==> src/rtl/lsu_mem_ctrl.sv <==
// rtl/lsu_mem_ctrl.sv - load/store unit driving a byte-addressed data memory for one cycle per access
module lsu_mem_ctrl #(
    parameter int ADDR_W    = 32,
    parameter int MEM_BYTES = 32
) (
    input  logic              clk,
    input  logic              rst,
    input  logic              req_valid,
    output logic              req_ready,
    input  logic              req_we,
    input  logic [2:0]        req_funct3,
    input  logic [ADDR_W-1:0] req_addr,
    input  logic [31:0]       req_wdata,
    output logic              resp_valid,
    input  logic              resp_ready,
    output logic [31:0]       resp_rdata,
    output logic [1:0]        resp_err,
    output logic [ADDR_W-1:0] mem_address,
    output logic [31:0]       mem_write_data,
    output logic [2:0]        mem_write_enable,
    output logic              mem_read_enable,
    input  logic [31:0]       mem_data_out
);

    typedef enum logic [1:0] {IDLE, ACCESS, RESP} state_t;

    localparam logic [ADDR_W:0] MEM_LAST = (ADDR_W+1)'(MEM_BYTES - 1);

    state_t            state, state_nxt;
    logic              r_we;
    logic [2:0]        r_funct3;
    logic [ADDR_W-1:0] r_addr;
    logic [31:0]       r_wdata;
    logic [31:0]       rdata_q;
    logic [1:0]        err_q;
    logic [1:0]        req_err;
    logic [2:0]        size_m1;
    logic [ADDR_W:0]   last_byte;
    logic [31:0]       sw;
    logic [31:0]       load_ext;

    // One extra bit on the last-byte sum so an address near the top cannot wrap into range.
    always_comb begin : decode
        size_m1 = 3'd0;
        case (req_funct3[1:0])
            2'b01:   size_m1 = 3'd1;
            2'b10:   size_m1 = 3'd3;
            default: size_m1 = 3'd0;
        endcase
        last_byte = {1'b0, req_addr} + (ADDR_W+1)'(size_m1);
        req_err   = 2'b00;
        if (req_funct3 == 3'b011 || req_funct3[2:1] == 2'b11 || (req_we && req_funct3[2]))
            req_err = 2'b11;
        else if ((req_funct3[1:0] == 2'b01 && req_addr[0]) ||
                 (req_funct3[1:0] == 2'b10 && req_addr[1:0] != 2'b00))
            req_err = 2'b01;
        else if (last_byte > MEM_LAST)
            req_err = 2'b10;
    end

    always_comb begin : fsm_next
        state_nxt  = state;
        req_ready  = 1'b0;
        resp_valid = 1'b0;
        case (state)
            IDLE: begin
                req_ready = 1'b1;
                if (req_valid)
                    state_nxt = (req_err == 2'b00) ? ACCESS : RESP;
            end
            ACCESS: state_nxt = RESP;
            RESP: begin
                resp_valid = 1'b1;
                if (resp_ready)
                    state_nxt = IDLE;
            end
            default: state_nxt = IDLE;
        endcase
    end

    always_ff @(posedge clk) begin
        if (!rst)
            state <= IDLE;
        else
            state <= state_nxt;
    end

    // Memory strobes are gated by rst so a reset landing in ACCESS drops the pending write.
    always_comb begin : mem_drive
        mem_address      = '0;
        mem_write_data   = '0;
        mem_write_enable = 3'b000;
        mem_read_enable  = 1'b0;
        if (rst && state == ACCESS) begin
            mem_address = r_addr;
            if (r_we) begin
                mem_write_data = r_wdata;
                case (r_funct3[1:0])
                    2'b00:   mem_write_enable = 3'b001;
                    2'b01:   mem_write_enable = 3'b011;
                    default: mem_write_enable = 3'b111;
                endcase
            end else begin
                mem_read_enable = 1'b1;
            end
        end
    end

    assign sw = {mem_data_out[7:0], mem_data_out[15:8], mem_data_out[23:16], mem_data_out[31:24]};

    always_comb begin : extend
        case (r_funct3)
            3'b000:  load_ext = {{24{sw[7]}}, sw[7:0]};
            3'b100:  load_ext = {24'd0, sw[7:0]};
            3'b001:  load_ext = {{16{sw[15]}}, sw[15:0]};
            3'b101:  load_ext = {16'd0, sw[15:0]};
            default: load_ext = sw;
        endcase
    end

    always_ff @(posedge clk) begin : datapath
        if (!rst) begin
            r_we     <= 1'b0;
            r_funct3 <= 3'b000;
            r_addr   <= '0;
            r_wdata  <= 32'd0;
            rdata_q  <= 32'd0;
            err_q    <= 2'b00;
        end else begin
            case (state)
                IDLE: begin
                    if (req_valid) begin
                        r_we     <= req_we;
                        r_funct3 <= req_funct3;
                        r_addr   <= req_addr;
                        r_wdata  <= req_wdata;
                        err_q    <= req_err;
                        rdata_q  <= 32'd0;
                    end
                end
                ACCESS: rdata_q <= r_we ? 32'd0 : load_ext;
                RESP: begin
                    if (resp_ready) begin
                        rdata_q <= 32'd0;
                        err_q   <= 2'b00;
                    end
                end
                default: ;
            endcase
        end
    end

    assign resp_rdata = rdata_q;
    assign resp_err   = err_q;

endmodule

==> config.mk <==
export PLATFORM = sky130hd
export DESIGN_NAME = lsu_mem_ctrl
export DESIGN_NICKNAME = d
export VERILOG_FILES = /design/src/rtl/lsu_mem_ctrl.sv
export SDC_FILE = /design/constraint.sdc
export NUM_CORES = 1
export LEC_CHECK = 0
export CORE_MARGIN = 2
export CORE_UTILIZATION = 47
export DETAILED_ROUTE_END_ITERATION = 6
export GPL_ROUTABILITY_DRIVEN = 0
export GPL_TIMING_DRIVEN = 0
export PLACE_DENSITY = 0.88
export SKIP_LAST_GASP = 1
export SYNTH_ARGS = -nofsm -noshare
export SYNTH_HDL_FRONTEND = slang
export SYNTH_SLANG_ARGS = --single-unit
export TNS_END_PERCENT = 30
==> constraint.sdc <==
create_clock -name clk -period 8 [get_ports clk]
set_input_delay 1.6 -clock clk [delete_from_list [all_inputs] [get_ports clk]]
set_output_delay 1.6 -clock clk [all_outputs]
set_load 0.03 [all_outputs]
Yosys cells after proc, flatten, opt, wreduce, memory -nomap -nowiden
Cells that the tools add are included.
- add/subtract/negate cells: 1
- $lt $le $gt $ge: 1
- equality and inequality tests: 12
- mux-type cells: 25
- reduce and logical (&&, ||, !) cells: 18
- operator list (cell ; count):
    $mux 32 ; 6
    $pmux 32 s4 ; 1
    $pmux 32 s3 ; 1
    $add 32x3->33 ; 1
    $gt 33x5->1 const B ; 1
    $mux 2 ; 7
    $pmux 2 s2 ; 2
    $eq 2x1->1 const B ; 3
    $eq 2x2->1 const B ; 3
    $eq 3x3->1 const B ; 2
    $logic_not 2->1 ; 3
    $mux 3 ; 2
    $pmux 2 s3 ; 1
    $pmux 3 s2 ; 1
    $reduce_and 3->1 ; 2
    $logic_and 1x1->1 ; 4
    $mux 1 ; 4
    $ne 2x2->1 const B ; 2
    $reduce_and 2->1 ; 2
    $reduce_bool 2->1 ; 2
    $eq 3x1->1 const B ; 1
    $eq 3x2->1 const B ; 1
    $logic_not 3->1 ; 1
    $logic_or 1x1->1 ; 3
    $reduce_bool 3->1 ; 1
- register bits: 104
- input port bits: 104
- output and inout port bits: 104
- word-level logic and storage cells: 64

Depth between registers and ports, before layout
- depth after elaboration: 11
- depth in mapped cells: 13

Worst setup path after synthesis
Ideal clock, no wire load.
- path kind: input -> register
- start point: input port req_funct3[0]
- end point: register state[1]
- library setup time: 0.127 ns
- arrival time: 4.050 ns
- data required time: 7.873 ns
- slack: 3.823 ns
- stages on the path: 13
- cell sequence: inv_1 ha_1 inv_1 ha_1 fa_1 nand4_1 nor3_1 nand4_1 mux2i_1 nor3_1 or3b_1 nor4_2 o21ai_0
- longest elaborated chain between the ends: 11
- elaborated cells between the ends (all ways): 18
- those cells by class: add/sub (1); order compare (1); eq/ne (3); mux (7); reduce/logical (6)
- RTL lines (what ; line ; text):
    start: declaration ; 11 ; input logic [2:0] req_funct3,
    $eq 2x2->1 / $eq 2x1->1 (equally long branches) ; 45, 55, 54 ;
    $pmux 2 s2 ; 45 ; case (req_funct3[1:0])
    $add 32x3->33 ; 50 ; last_byte = {1'b0, req_addr} + (ADDR_W+1)'(size_m1);
    $gt 33x5->1 ; 57 ; else if (last_byte > MEM_LAST)
    $mux 2 ; 57 ;
    $mux 2 ; 54 ; else if ((req_funct3[1:0] == 2'b01 && req_addr[0]) ||
    $mux 2 (*) ; 52 ; if (req_funct3 == 3'b011 || req_funct3[2:1] == 2'b11 || (req_we && req_funct3[2]))
    $logic_not 2->1 (*) ; 69 ; state_nxt = (req_err == 2'b00) ? ACCESS : RESP;
    $mux 2 (*) ; 69 ;
    $mux 2 (*) ; 68 ; if (req_valid)
    $pmux 2 s3 (*) ; 65 ; case (state)
    end signal: assignment ; 85 ; state <= state_nxt;
    end: declaration ; 29 ; state_t state, state_nxt;
Mark *: on every way between the ends. The rest lies on a longest branch, timed or not. The select of a mux whose other input is x is not followed.
A chain may end at the register's enable or synchronous reset.

Worst setup path in the final report
- start point: input port rst
- end point: output port mem_address[5]
- longest elaborated chain between the ends: 2
- RTL lines (what ; line ; text):
    start: declaration ; 7 ; input logic rst,
    $logic_and 1x1->1 ; 94 ; if (rst && state == ACCESS) begin
    $mux 32 ; 94 ;
    end: declaration ; 18 ; output logic [ADDR_W-1:0] mem_address,
Every way passes these cells.

==> impl_metrics.ini <==
[global_route]
grt_pass1_vias = 5354
grt_max_degree = 19
grt_pass1_wl_um = 25100
grt_antenna_before_repair = 0
grt_use_total = 0.262
overflow = 0

[layout]
num_antenna_cells = 0
final_cell_mix = clkdlybuf4s50_1, nand2_1, dfxtp_1
instances_no_fill = 1031
nets = 996
drive_gt1_frac = 0.0337
area_growth_pct = 45.7
final_common_cell = clkdlybuf4s50_1

[pwr]
leakage_nw = 2.83
power_density_mw_per_mm2 = 135
peakVddDrop_mv = 0.0829

[place]
dp_slack_ns = 2.15
dp_hpwl_um = 12400
portBuffers = 205
dp_cells = 1015

[die]
die_x_um = 110
fp.dieH_um = 110
rows = 38
dieArea_mm2 = 0.0121
core_area_mm2 = 0.0109
io_pins = 208
start_util = 0.484

[drt]
wire_per_inst_um = 15.6
num_vias = 5552
met2_length_um = 7910
wl_met3_um = 1140
first_pass_iters = 6
drtAntennaViolNets = 0
top_layer = met4
wl_met1_um = 6600
wirelength_um = 16100
drtIter0Drc = 344
drt-vias-per-instance = 5.39
drc_errors = 0

[worst_setup_path]
crit-reg2reg-launch = r_we
critPathLaunchType = primary input
cp.required_ns = 6.40
critPathKind = primary input to primary output
reg2reg_depth = 7
cp-end-kind = primary output
crit_fanout = 10
rrSetupSlack_ns = 5.67
reg2reg_to = resp_rdata[31]
arrival_ns = 4.27

[clocking]
holdBufCountCts = 0
cts.reportedPaths.clkPinSlew_ns = 0.10
post_cts_buffers = 0
cts_tree = done
cts_sinks = 104
cts-buffers-inserted = 9
post_cts_resized = 0
clkLatencyLatePin_ns = 0.38
clock_path_buffers = 2
root_buffer = clkbuf_8
htreeDepth = 3

[run]
max_cap_viol_count = 0

[yosys]
synth_edf_count = 0
synth_area_mm2 = 0.00527
avgSynthCellArea_um2 = 7.86
netlist_instances = 670
synthesis.nets = 780
ys_warn_count = 0
synth_ff_type = dfxtp_1
ys_async_sr_fraction = 0
synth_seq_cells = 104
yosysSeqAreaShare = 0.395
yosysUniqueCellTypes = 52

[sta]
hold_violations = 0
tightest_slew_ns = 1.10
slew_viol_final = 0
finalClockSkew_ns = 0.0107
min_period_ns = 5.87
min_period_over_period = 0.734
setup_slack_ns = 2.13
tns_ns = 0
rsz0062_at_grt = no
worst_slew_margin_rel = 0.265
max_freq_mhz = 170
finalSetupViolations = 0

[status]
status = finished, final reports clean

[hold_path]
holdPathStages = 2
hold_class = register to register
min_to = r_addr[30]
min_from = r_addr[30]
## metal layers
metal  vias to the layer above  global-route usage
met1                      2588               0.318
met4                         0              0.0904
met3                        30              0.0474
met5                         -                   0
li1                       2709                   -
met2                       225               0.462
## sequential cells by signal, summed over array words and instances, names as in the netlist
register and flops:
resp_err 2, state 2, r_funct3 3, r_we 1, r_addr 32, r_wdata 32, resp_rdata 32
## cell families after synthesis
family,Yosys count,share of synthesized area
compound gates,162,0.206
xor+xnor,15,0.0249
fa+ha+maj,6,0.0157
buf+inv,58,0.0478
flops,104,0.395
mux,2,0.00380
simple gates,323,0.306
## worst max-delay path, stage by stage
cell and delay, ns:
clkdlybuf4s50_1 0.67, and3b_1 0.28, clkbuf_1 0.46, clkbuf_1 0.37, and2_1 0.21, clkdlybuf4s50_1 0.68
## synthesized netlist by cell type (2+ instances only)
library cell	instances	area, um2
a21boi_0	86	646
a21oi_1	22	110
a22oi_1	8	60.1
a31oi_1	5	31.3
and2_1	36	225
and3_1	40	250
and3_2	2	15.0
buf_2	2	10.0
buf_6	2	22.5
clkbuf_1	43	161
dfxtp_1	104	2080
ha_1	5	62.6
inv_1	8	30.0
mux2i_1	2	20.0
nand2_1	162	608
nand3_1	10	50.1
nand3b_1	2	15.0
nand4_1	9	56.3
nor2_1	15	56.3
nor2b_1	18	113
nor3_1	13	65.1
nor4_1	3	18.8
o21ai_0	28	140
o31ai_1	3	22.5
o41ai_1	2	17.5
xnor2_1	11	96.3
xor2_1	4	35.0
## how the worst max path moves through the flow
stage                       start         endpoint  slack, ns
floorplan           req_funct3[0]         state[1]       3.82
global placement              rst   mem_address[5]       2.17
detailed placement            rst  mem_address[13]       2.15
CTS                           rst  mem_address[13]       2.15
global route                  rst  mem_address[13]       2.00
finish                        rst   mem_address[5]       2.13
## stage by stage
step,instance area (um2),hold slack (ns),total power [mW],util
CTS,7670,0.467,1.04,0.705
detailed placement,7490,0.453,0.736,0.688
global placement,7490,0.445,0.729,0.688
finish,7670,0.462,1.04,0.705
floorplan,5270,0.439,0.644,-
global route,7670,0.488,1.08,0.705
## layout make-up
class / count / area (um2)
repair buffers: 205 / 2050
plain buffers: 50 / 221
well taps: 140 / 175
flip-flops and latches: 104 / 2080
clock inverters: 6 / 52.6
fillers: 900 / 3210
inverters: 8 / 30.0
clock buffers: 10 / 128
multi-input cells: 508 / 2930
## where the power goes
part	internal (mW)	switching, mW	total (mW)
combinational	0.0850	0.0896	0.175
sequential	0.540	0.0112	0.551
clock	0.118	0.191	0.309
No activity file was read; power rests on OpenSTA's default activity.
